===== src/rtl/ser_link_pkg.sv =====
// Definitions shared by both ends of the 8-bit serial link (transmitter and comma-hunting receiver).
package ser_link_pkg;

  localparam int FRAME_BITS = 8;
  localparam logic [FRAME_BITS-1:0] COMMA = 8'hBC;

  typedef enum logic {
    SYNC = 1'b0,
    RUN  = 1'b1
  } link_state_e;

endpackage


===== src/rtl/partoserial_tx_if.sv =====
// Byte source <-> serial transmitter signal bundle.
interface partoserial_tx_if;
  import ser_link_pkg::*;

  logic [FRAME_BITS-1:0] data_in;
  logic                  valid_in;
  logic                  ready_out;
  logic                  resync;
  logic                  data_out;
  logic                  frame_start;
  logic                  sending_data;
  logic                  sync_done;
  logic                  comma_err;

  modport master (
    output data_in, valid_in, resync,
    input  ready_out, data_out, frame_start, sending_data, sync_done, comma_err
  );

  modport slave (
    input  data_in, valid_in, resync,
    output ready_out, data_out, frame_start, sending_data, sync_done, comma_err
  );

endinterface


===== src/rtl/partoserial_tx.sv =====
// Byte-to-serial transmitter, MSB first, with comma frames for receiver lock.
//   state | meaning
//   SYNC  | sending MIN_SYNC_COMMAS commas back to back, no data accepted
//   RUN   | data bytes sent when offered, commas otherwise
module partoserial_tx
  import ser_link_pkg::*;
#(
  parameter int unsigned           MIN_SYNC_COMMAS = 8,
  parameter logic [FRAME_BITS-1:0] COMMA           = ser_link_pkg::COMMA
) (
  input logic             clk,
  input logic             reset,
  partoserial_tx_if.slave bus
);

  localparam int               CNT_W    = $clog2(MIN_SYNC_COMMAS + 1);
  localparam logic [CNT_W-1:0] CNT_LAST = CNT_W'(MIN_SYNC_COMMAS - 1);
  localparam logic [CNT_W-1:0] CNT_ONE  = CNT_W'(1);
  localparam logic [2:0]       BIT_LAST = 3'(FRAME_BITS - 1);

  link_state_e           r_state;
  link_state_e           w_state_nxt;
  logic [CNT_W-1:0]      r_comma_cnt;
  logic [CNT_W-1:0]      w_comma_cnt_nxt;
  logic                  r_resync_pend;
  logic                  w_resync_pend_nxt;
  logic [FRAME_BITS-1:0] r_shift_reg;
  logic [2:0]            r_bit_cnt;
  logic                  r_sending_data;
  logic                  r_comma_err;

  logic w_load;
  logic w_resync_req;
  logic w_ready;
  logic w_accept;

  assign w_load       = (r_bit_cnt == BIT_LAST);
  // A resync arriving on the load edge itself must already block acceptance there.
  assign w_resync_req = r_resync_pend | bus.resync;
  assign w_ready      = (r_state == RUN) && w_load && !w_resync_req;
  assign w_accept     = w_ready && bus.valid_in;

  always_ff @(posedge clk) begin
    if (reset) begin
      r_state       <= SYNC;
      r_comma_cnt   <= '0;
      r_resync_pend <= 1'b0;
    end else begin
      r_state       <= w_state_nxt;
      r_comma_cnt   <= w_comma_cnt_nxt;
      r_resync_pend <= w_resync_pend_nxt;
    end
  end

  always_comb begin
    w_state_nxt       = r_state;
    w_comma_cnt_nxt   = r_comma_cnt;
    w_resync_pend_nxt = r_resync_pend | bus.resync;
    if (w_load) begin
      w_resync_pend_nxt = 1'b0;
      case (r_state)
        SYNC: begin
          if (w_resync_req) begin
            w_comma_cnt_nxt = CNT_ONE;
          end else if (r_comma_cnt == CNT_LAST) begin
            w_state_nxt     = RUN;
            w_comma_cnt_nxt = '0;
          end else begin
            w_comma_cnt_nxt = r_comma_cnt + CNT_ONE;
          end
        end
        RUN: begin
          if (w_resync_req) begin
            w_state_nxt     = SYNC;
            w_comma_cnt_nxt = CNT_ONE;
          end
        end
        default: w_state_nxt = SYNC;
      endcase
    end
  end

  always_ff @(posedge clk) begin
    if (reset) begin
      r_shift_reg    <= '0;
      r_bit_cnt      <= BIT_LAST;
      r_sending_data <= 1'b0;
      r_comma_err    <= 1'b0;
    end else if (w_load) begin
      r_shift_reg    <= w_accept ? bus.data_in : COMMA;
      r_bit_cnt      <= '0;
      r_sending_data <= w_accept;
      // A data byte equal to the comma is still sent; the far end may mis-align on it.
      if (w_accept && (bus.data_in == COMMA)) r_comma_err <= 1'b1;
    end else begin
      r_shift_reg <= {r_shift_reg[FRAME_BITS-2:0], 1'b0};
      r_bit_cnt   <= r_bit_cnt + 3'd1;
    end
  end

  assign bus.data_out     = r_shift_reg[FRAME_BITS-1];
  assign bus.frame_start  = (r_bit_cnt == 3'd0);
  assign bus.ready_out    = w_ready;
  assign bus.sending_data = r_sending_data;
  assign bus.sync_done    = (r_state == RUN);
  assign bus.comma_err    = r_comma_err;

endmodule


===== src/flat_wrapper.sv =====
// flat-port wrapper written by rule: the top's interface ports become plain ports
module partoserial_tx_flat import ser_link_pkg::*;
#(
  parameter int unsigned           MIN_SYNC_COMMAS = 8,
  parameter logic [FRAME_BITS-1:0] COMMA           = ser_link_pkg::COMMA
)
  (clk, reset, bus_data_in, bus_valid_in, bus_resync, bus_ready_out, bus_data_out, bus_frame_start, bus_sending_data, bus_sync_done, bus_comma_err);
  partoserial_tx_if bus_i ();
  input logic clk;
  input logic reset;
  input wire logic [$bits(bus_i.data_in)-1:0] bus_data_in;
  input wire logic [$bits(bus_i.valid_in)-1:0] bus_valid_in;
  input wire logic [$bits(bus_i.resync)-1:0] bus_resync;
  output wire logic [$bits(bus_i.ready_out)-1:0] bus_ready_out;
  output wire logic [$bits(bus_i.data_out)-1:0] bus_data_out;
  output wire logic [$bits(bus_i.frame_start)-1:0] bus_frame_start;
  output wire logic [$bits(bus_i.sending_data)-1:0] bus_sending_data;
  output wire logic [$bits(bus_i.sync_done)-1:0] bus_sync_done;
  output wire logic [$bits(bus_i.comma_err)-1:0] bus_comma_err;
  assign bus_i.data_in = bus_data_in;
  assign bus_i.valid_in = bus_valid_in;
  assign bus_i.resync = bus_resync;
  assign bus_ready_out = bus_i.ready_out;
  assign bus_data_out = bus_i.data_out;
  assign bus_frame_start = bus_i.frame_start;
  assign bus_sending_data = bus_i.sending_data;
  assign bus_sync_done = bus_i.sync_done;
  assign bus_comma_err = bus_i.comma_err;
  partoserial_tx #(.MIN_SYNC_COMMAS(MIN_SYNC_COMMAS), .COMMA(COMMA)) u_core (.clk(clk), .reset(reset), .bus(bus_i));
endmodule

===== config.mk =====
export PLATFORM = sky130hd
export DESIGN_NAME = partoserial_tx_flat
export DESIGN_NICKNAME = d
export VERILOG_FILES = /design/src/rtl/ser_link_pkg.sv /design/src/rtl/partoserial_tx_if.sv /design/src/rtl/partoserial_tx.sv /design/src/flat_wrapper.sv
export SDC_FILE = /design/constraint.sdc
export NUM_CORES = 1
export LEC_CHECK = 0
export CORE_MARGIN = 2
export CORE_UTILIZATION = 40
export DETAILED_ROUTE_END_ITERATION = 7
export GPL_ROUTABILITY_DRIVEN = 0
export PLACE_DENSITY = 0.66
export SLEW_MARGIN = 0
export SYNTH_ARGS = -nofsm -noshare
export SYNTH_HDL_FRONTEND = slang
export SYNTH_SLANG_ARGS = --single-unit

===== constraint.sdc =====
create_clock -name clk -period 3.9 [get_ports clk]
set_input_delay 0.585 -clock clk [delete_from_list [all_inputs] [get_ports clk]]
set_output_delay 0.585 -clock clk [all_outputs]
set_load 0.02 [all_outputs]

==> flow_metrics.tcl, run 1 <==
set metrics [dict create \
    result_of_the_run "finished, final reports clean" \
    slew_at_the_pin_closest_to_its_max_slew_limit_ns 0.635 \
    mean_number_of_vias_per_cell 4.92 \
    cts.sinks 19 \
    cellLeakagePower_uw 0.000401 \
    ys_seq_area_frac 0.469 \
    synthesis.area_um2 811 \
    flip_flop_and_latch_area_um2 380 \
    setup_slack_ns 1.18 \
    number_of_violations_reported_at_the_end_of_detailed_routing_iteration_0 11 \
    regToRegEndpoint "u_core.r_shift_reg[4]$_SDFF_PP0_" \
    first_pass_grt_wire_length_um 2660 \
    synth_top_cell_area_share 0.469 \
    area_occupied_by_multi_input_gates_um2 385 \
    synthDominantAreaCellType "sky130_fd_sc_hd__dfxtp_1" \
    largest_register_ffs 8 \
    netlist-cell-type-count 32 \
    ratio_of_total_power_to_cell_area_mw_per_mm2 410 \
    worstHoldStart "u_core.r_bit_cnt[0]$_SDFF_PP1_" \
    filler_cell_count_in_the_final_layout 194 \
    achievable-frequency_ghz 0.368 \
    cts_made_buffers 3 \
    clock_tree.buffer_depth 2 \
    ff2ff_setup_slack_ns 2.43 \
    regToRegStartpoint "u_core.r_bit_cnt[0]$_SDFF_PP1_" \
    initial_antenna_violation_count 0 \
    insertion_delay_ns 0.30 \
    final_layout_size_suffix_gt1_frac 0.0833 \
    area_delta_synth_final_pct 25.6 \
    core_area_mm2 0.00194 \
    detail_route.wl_per_cell_um 11.3 \
    hold_buffers 0 \
    drv_slew 0 \
    critical-path-slowest-cell "sky130_fd_sc_hd__clkdlybuf4s50_1" \
    clock_tree.root_cell "sky130_fd_sc_hd__clkbuf_4" \
    critPathLaunchType "primary input" \
    global_route.overflow_total 0 \
    layout.cell_area.non_filler_mm2 0.00102 \
    chipHeight_um 49.0 \
    remaining_drc_errors 0 \
    net_count_after_synthesis 107 \
    timing.hold.worst_endpoint "u_core.r_bit_cnt[0]$_SDFF_PP1_" \
    grt_setup_unrepaired "false" \
    vias_after_detailed_routing 664 \
    fin_worst_skew_ns 0.00150 \
    initial_utilization 0.418 \
    timing.setup.tns_ns 0 \
    timing.max_slew.rel_slack 0.575 \
    post-route-period-util 0.697 \
    n_antenna_cell 0 \
    placed_cell_area_um2 992 \
    vias_in_the_first_global_route 620 \
    die_area_mm2 0.00240 \
    timing.hold.worst_path_depth 1 \
    netlist_top_cells_area "sky130_fd_sc_hd__dfxtp_1 47%, sky130_fd_sc_hd__nor2_1 6.9%, sky130_fd_sc_hd__ha_1 6.2%, sky130_fd_sc_hd__nor3_1 4.9%, sky130_fd_sc_hd__a21oi_1 3.1%" \
    final_count_of_hold_timing_violations 0 \
    irDropWorstVdd_v 0.000236 \
    timing.critical_path.from "bus_resync" \
    critPathCaptureType "output port" \
    layout.cells.most_common "sky130_fd_sc_hd__dfxtp_1" \
    ant_nets 0 \
    critical_path.cell_chain "clkdlybuf4s50_1 -> or2_1 -> nor3_1 -> clkdlybuf4s50_1" \
    cp.arrival_ns 2.13 \
    ys_seq_elements 19 \
    ys.warnings.count 0 \
    ff2ff_path_depth 6 \
    detailedRoute.firstPassIterationCount 4 \
    post_cts.repair.setup_buffers 0 \
    place.detailed.hpwl_um 1050 \
    critPathMaxFanout 7 \
    fp.dieW_um 49.0 \
    timing.critical_path.required_ns 3.31 \
    finalWorstPathRequiredPeriod_ns 2.72 \
    syn_inst 91 \
    worst_setup_hold_path_clk_slew_ns 0.10 \
    critical-path-top-cell-by-count "sky130_fd_sc_hd__clkdlybuf4s50_1" \
    total_of_endpoints_with_negative_setup_slack_in_the_final_report 0 \
    ioPinCount 18 \
    worst_path_max_stage_delay_ns 0.62 \
    cts_repair_resize_count 0 \
    num-nets-final 125 \
    grt_start_max_net_pins 20 \
    port_buffers 17 \
    most-common-layout-cells "19 x sky130_fd_sc_hd__dfxtp_1, 17 x sky130_fd_sc_hd__clkdlybuf4s50_1, 15 x sky130_fd_sc_hd__nor2_1, 8 x sky130_fd_sc_hd__nor3_1, 5 x sky130_fd_sc_hd__a21oi_1" \
    wirelength_um 1520 \
    hold_class "flop to flop" \
    htreeDepth 1 \
    max_cap_violations 0 \
    dp_slack_ns 1.18 \
    tritoncts "yes" \
    row_count 16 \
    postSynthAreaPerCell_um2 8.91 \
    critical_path_class "primary input to output port" \
    groute.usage.overall 0.141 \
]
## critical path: cells and delay by family
kind,cells,cell delay [ns]
buffers and inverters,2,1.04
and+or+nand+nor,2,0.50
## synth_stat cells, drive strengths merged
cell type  instances
a21boi             1
nor2              16
and3               1
a21oi              5
nor4               1
nor3               8
a22oi              2
nand4              3
mux2i              1
o21bai             1
ha                 4
and3b              1
dfxtp             19
o21ai              4
nand2              2
nand2b             1
or2                3
inv                4
nand3              1
a32oi              1
buf                5
and4               1
a211oi             2
nor3b              1
nor2b              3
## power by group
part,switching [µW],internal (µW),leakage (µW)
clock network,60.0,39.9,0.0000150
logic,50.0,41.9,0.000230
registers,9.77,216,0.000156
## layer usage
metal  wire [µm]  up-vias  track usage  part of all wire
met3          54        2       0.0276             0.035
met4          13        0       0.0714            0.0085
met2         660       15        0.212              0.43
met1         795      300        0.193              0.52
li1            -      347            -                 -
met5           0        -            0                 0
## layout make-up
class	instances	area share
multi-input cells	63	0.378
well taps	27	0.0332
clock buffers	4	0.0258
inverters	4	0.0147
flip-flops and latches	19	0.373
repair buffers	18	0.174
## worst max-delay path by stage
stage / cells past startpoint / slack (ns) / end
6_report: 4 / 1.18 / bus_ready_out
5_1_grt: 6 / 1.02 / bus_ready_out
4_1_cts: 6 / 1.17 / bus_ready_out
3_5_place_dp: 4 / 1.18 / bus_ready_out
3_3_place_gp: 4 / 1.20 / bus_ready_out
2_1_floorplan: 3 / 1.92 / bus_ready_out
## logic make-up after synthesis
kind of cell               Yosys count  synth area share
buffers and inverters                9            0.0555
AOI/OAI and AO/OA                   16             0.128
adders and majority gates            4            0.0617
and+or+nand+nor                     42             0.273
DFF                                 19             0.469
muxes                                1            0.0123
## through the flow
step	cells	utilization	hold WS (ns)	power, µW
after global placement	131	0.511	0.446	321
after CTS	135	0.524	0.469	420
after detailed placement	131	0.511	0.451	321
after global routing	135	0.524	0.503	446
final	135	0.524	0.470	417
after floorplan	91	-	0.431	292
No activity file was read; power rests on OpenSTA's default activity.
==> run 2: changes to the inputs <==
- PLACE_DENSITY: 0.66 -> 0.68
- clock period: 3.9 -> 2.2 ns (I/O delays scaled with it)
==> flow_metrics.tcl, run 2 (synthesis gave the netlist of run 1 again) <==
set metrics [dict create \
    result_of_the_run "finished, final reports clean" \
    cts_made_buffers 3 \
    initial_utilization 0.418 \
    vias_after_detailed_routing 680 \
    ant_nets 0 \
    ff2ff_setup_slack_ns 0.69 \
    n_antenna_cell 0 \
    clock_tree.buffer_depth 2 \
    vias_in_the_first_global_route 652 \
    fp.dieW_um 49.0 \
    critical_path_class "flop to output port" \
    layout.cells.most_common "sky130_fd_sc_hd__dfxtp_1" \
    number_of_violations_reported_at_the_end_of_detailed_routing_iteration_0 9 \
    achievable-frequency_ghz 0.504 \
    report.power.total_uw 743 \
    timing.max_slew.rel_slack 0.572 \
    tritoncts "yes" \
    power.share.sequential 0.537 \
    wirelength_um 1570 \
    detailedRoute.firstPassIterationCount 4 \
    critPathCaptureType "output port" \
    cellLeakagePower_uw 0.000416 \
    htreeDepth 1 \
    sw_frac 0.287 \
    fin_worst_skew_ns 0.00671 \
    total_of_endpoints_with_negative_setup_slack_in_the_final_report 0 \
    detail_route.wl_per_cell_um 11.5 \
    critPathMaxFanout 5 \
    flip_flop_and_latch_area_um2 380 \
    layout.cell_area.non_filler_mm2 0.00103 \
    placed_cell_area_mm2 0.00101 \
    final_layout_size_suffix_gt1_frac 0.100 \
    hold_buffers 0 \
    place.detailed.hpwl_um 1140 \
    post-route-period-util 0.901 \
    clock_tree.root_cell "sky130_fd_sc_hd__clkbuf_4" \
    row_count 16 \
    drv_slew 0 \
    critPathLaunchType "flop" \
    groute.usage.overall 0.152 \
    ratio_of_total_power_to_cell_area_mw_per_mm2 720 \
    irDropWorstVdd_v 0.000487 \
    remaining_drc_errors 0 \
    power.share.clock 0.237 \
    cp.arrival_ns 1.65 \
    most-common-layout-cells "19 x sky130_fd_sc_hd__dfxtp_1, 16 x sky130_fd_sc_hd__clkdlybuf4s50_1, 15 x sky130_fd_sc_hd__nor2_1, 8 x sky130_fd_sc_hd__nor3_1, 5 x sky130_fd_sc_hd__a21oi_1" \
    comb_power_share 0.226 \
    global_route.overflow_total 0 \
    filler_cell_count_in_the_final_layout 195 \
    largest_register_ffs 8 \
    grt_start_max_net_pins 20 \
    slew_at_the_pin_closest_to_its_max_slew_limit_ns 0.640 \
    initial_antenna_violation_count 0 \
    port_buffers 17 \
    chipHeight_um 49.0 \
    cts.sinks 19 \
    final_count_of_hold_timing_violations 0 \
    mean_number_of_vias_per_cell 4.96 \
    finalWorstPathRequiredPeriod_ns 1.98 \
    max_cap_violations 0 \
    insertion_delay_ns 0.29 \
    switching_power_uw 213 \
    hold_class "flop to flop" \
    first_pass_grt_wire_length_um 2840 \
    grt_setup_unrepaired "false" \
    area_occupied_by_multi_input_gates_um2 385 \
    core_area_mm2 0.00194 \
    timing.critical_path.required_ns 1.87 \
    num-nets-final 127 \
    worst_setup_hold_path_clk_slew_ns 0.11 \
    area_delta_synth_final_pct 27.3 \
    timing.setup.tns_ns 0 \
    ioPinCount 18 \
    internal-power_uw 530 \
    die_area_mm2 0.00240 \
]
## run 2: changes by cell type in the layout (fill, tap and decap cells not counted)
cell and change:
sky130_fd_sc_hd__buf_4 +2, sky130_fd_sc_hd__clkdlybuf4s50_1 -1, sky130_fd_sc_hd__dlygate4sd2_1 +1
## run 2: critical path, cell delays in order (launching register included)
cell	delay, ns
sky130_fd_sc_hd__dfxtp_1	0.37
sky130_fd_sc_hd__ha_1	0.17
sky130_fd_sc_hd__ha_1	0.17
sky130_fd_sc_hd__inv_1	0.10
sky130_fd_sc_hd__nor3_1	0.20
sky130_fd_sc_hd__dlygate4sd2_1	0.36
## run 2: metrics by stage
stage | setup WS (ns) | std cells | utilization | hold WS (ns)
3_5_place_dp | 0.0676 | 133 | 0.519 | 0.451
6_report | 0.217 | 137 | 0.532 | 0.462
2_1_floorplan | 0.522 | 91 | - | 0.431
5_1_grt | 0.0412 | 137 | 0.532 | 0.478
4_1_cts | 0.187 | 137 | 0.532 | 0.466
3_3_place_gp | 0.0467 | 133 | 0.519 | 0.445
## run 2: final timing paths
check,from,end,cells after the start
max,u_core.r_bit_cnt[0]$_SDFF_PP1_,bus_ready_out,5
min,u_core.r_shift_reg[2]$_SDFF_PP0_,u_core.r_shift_reg[3]$_SDFF_PP0_,2
max reg2reg,u_core.r_bit_cnt[0]$_SDFF_PP1_,u_core.r_shift_reg[6]$_SDFF_PP0_,6
min reg2reg,u_core.r_shift_reg[2]$_SDFF_PP0_,u_core.r_shift_reg[3]$_SDFF_PP0_,2
## run 2: metal layers
metal  vias to the layer above  track usage  share of wire
met1                       306        0.205           0.51
li1                        356            -              -
met5                         -            0              0
met2                        14        0.233           0.44
met4                         0       0.0857          0.023
met3                         4       0.0215          0.030
## run 2: final cells by class
cell class,instances,share of cell area
inverters,4,0.0145
repair buffers,20,0.185
clock buffers,4,0.0255
flip-flops and latches,19,0.368
well taps,27,0.0327
multi-input cells,63,0.373
## run 2: power groups by stage
stage                     clock network [µW]  logic, µW  registers, µW
after floorplan                            0        110            408
after global placement                     0        164            406
after detailed placement                   0        169            408
after CTS                                181        170            400
after global routing                     194        192            404
final                                    176        168            399
## run 2: timing repair
item,4_1_cts,5_1_grt
gates resized for setup,1,0
setup buffers,0,0
setup endpoints to repair,1,0
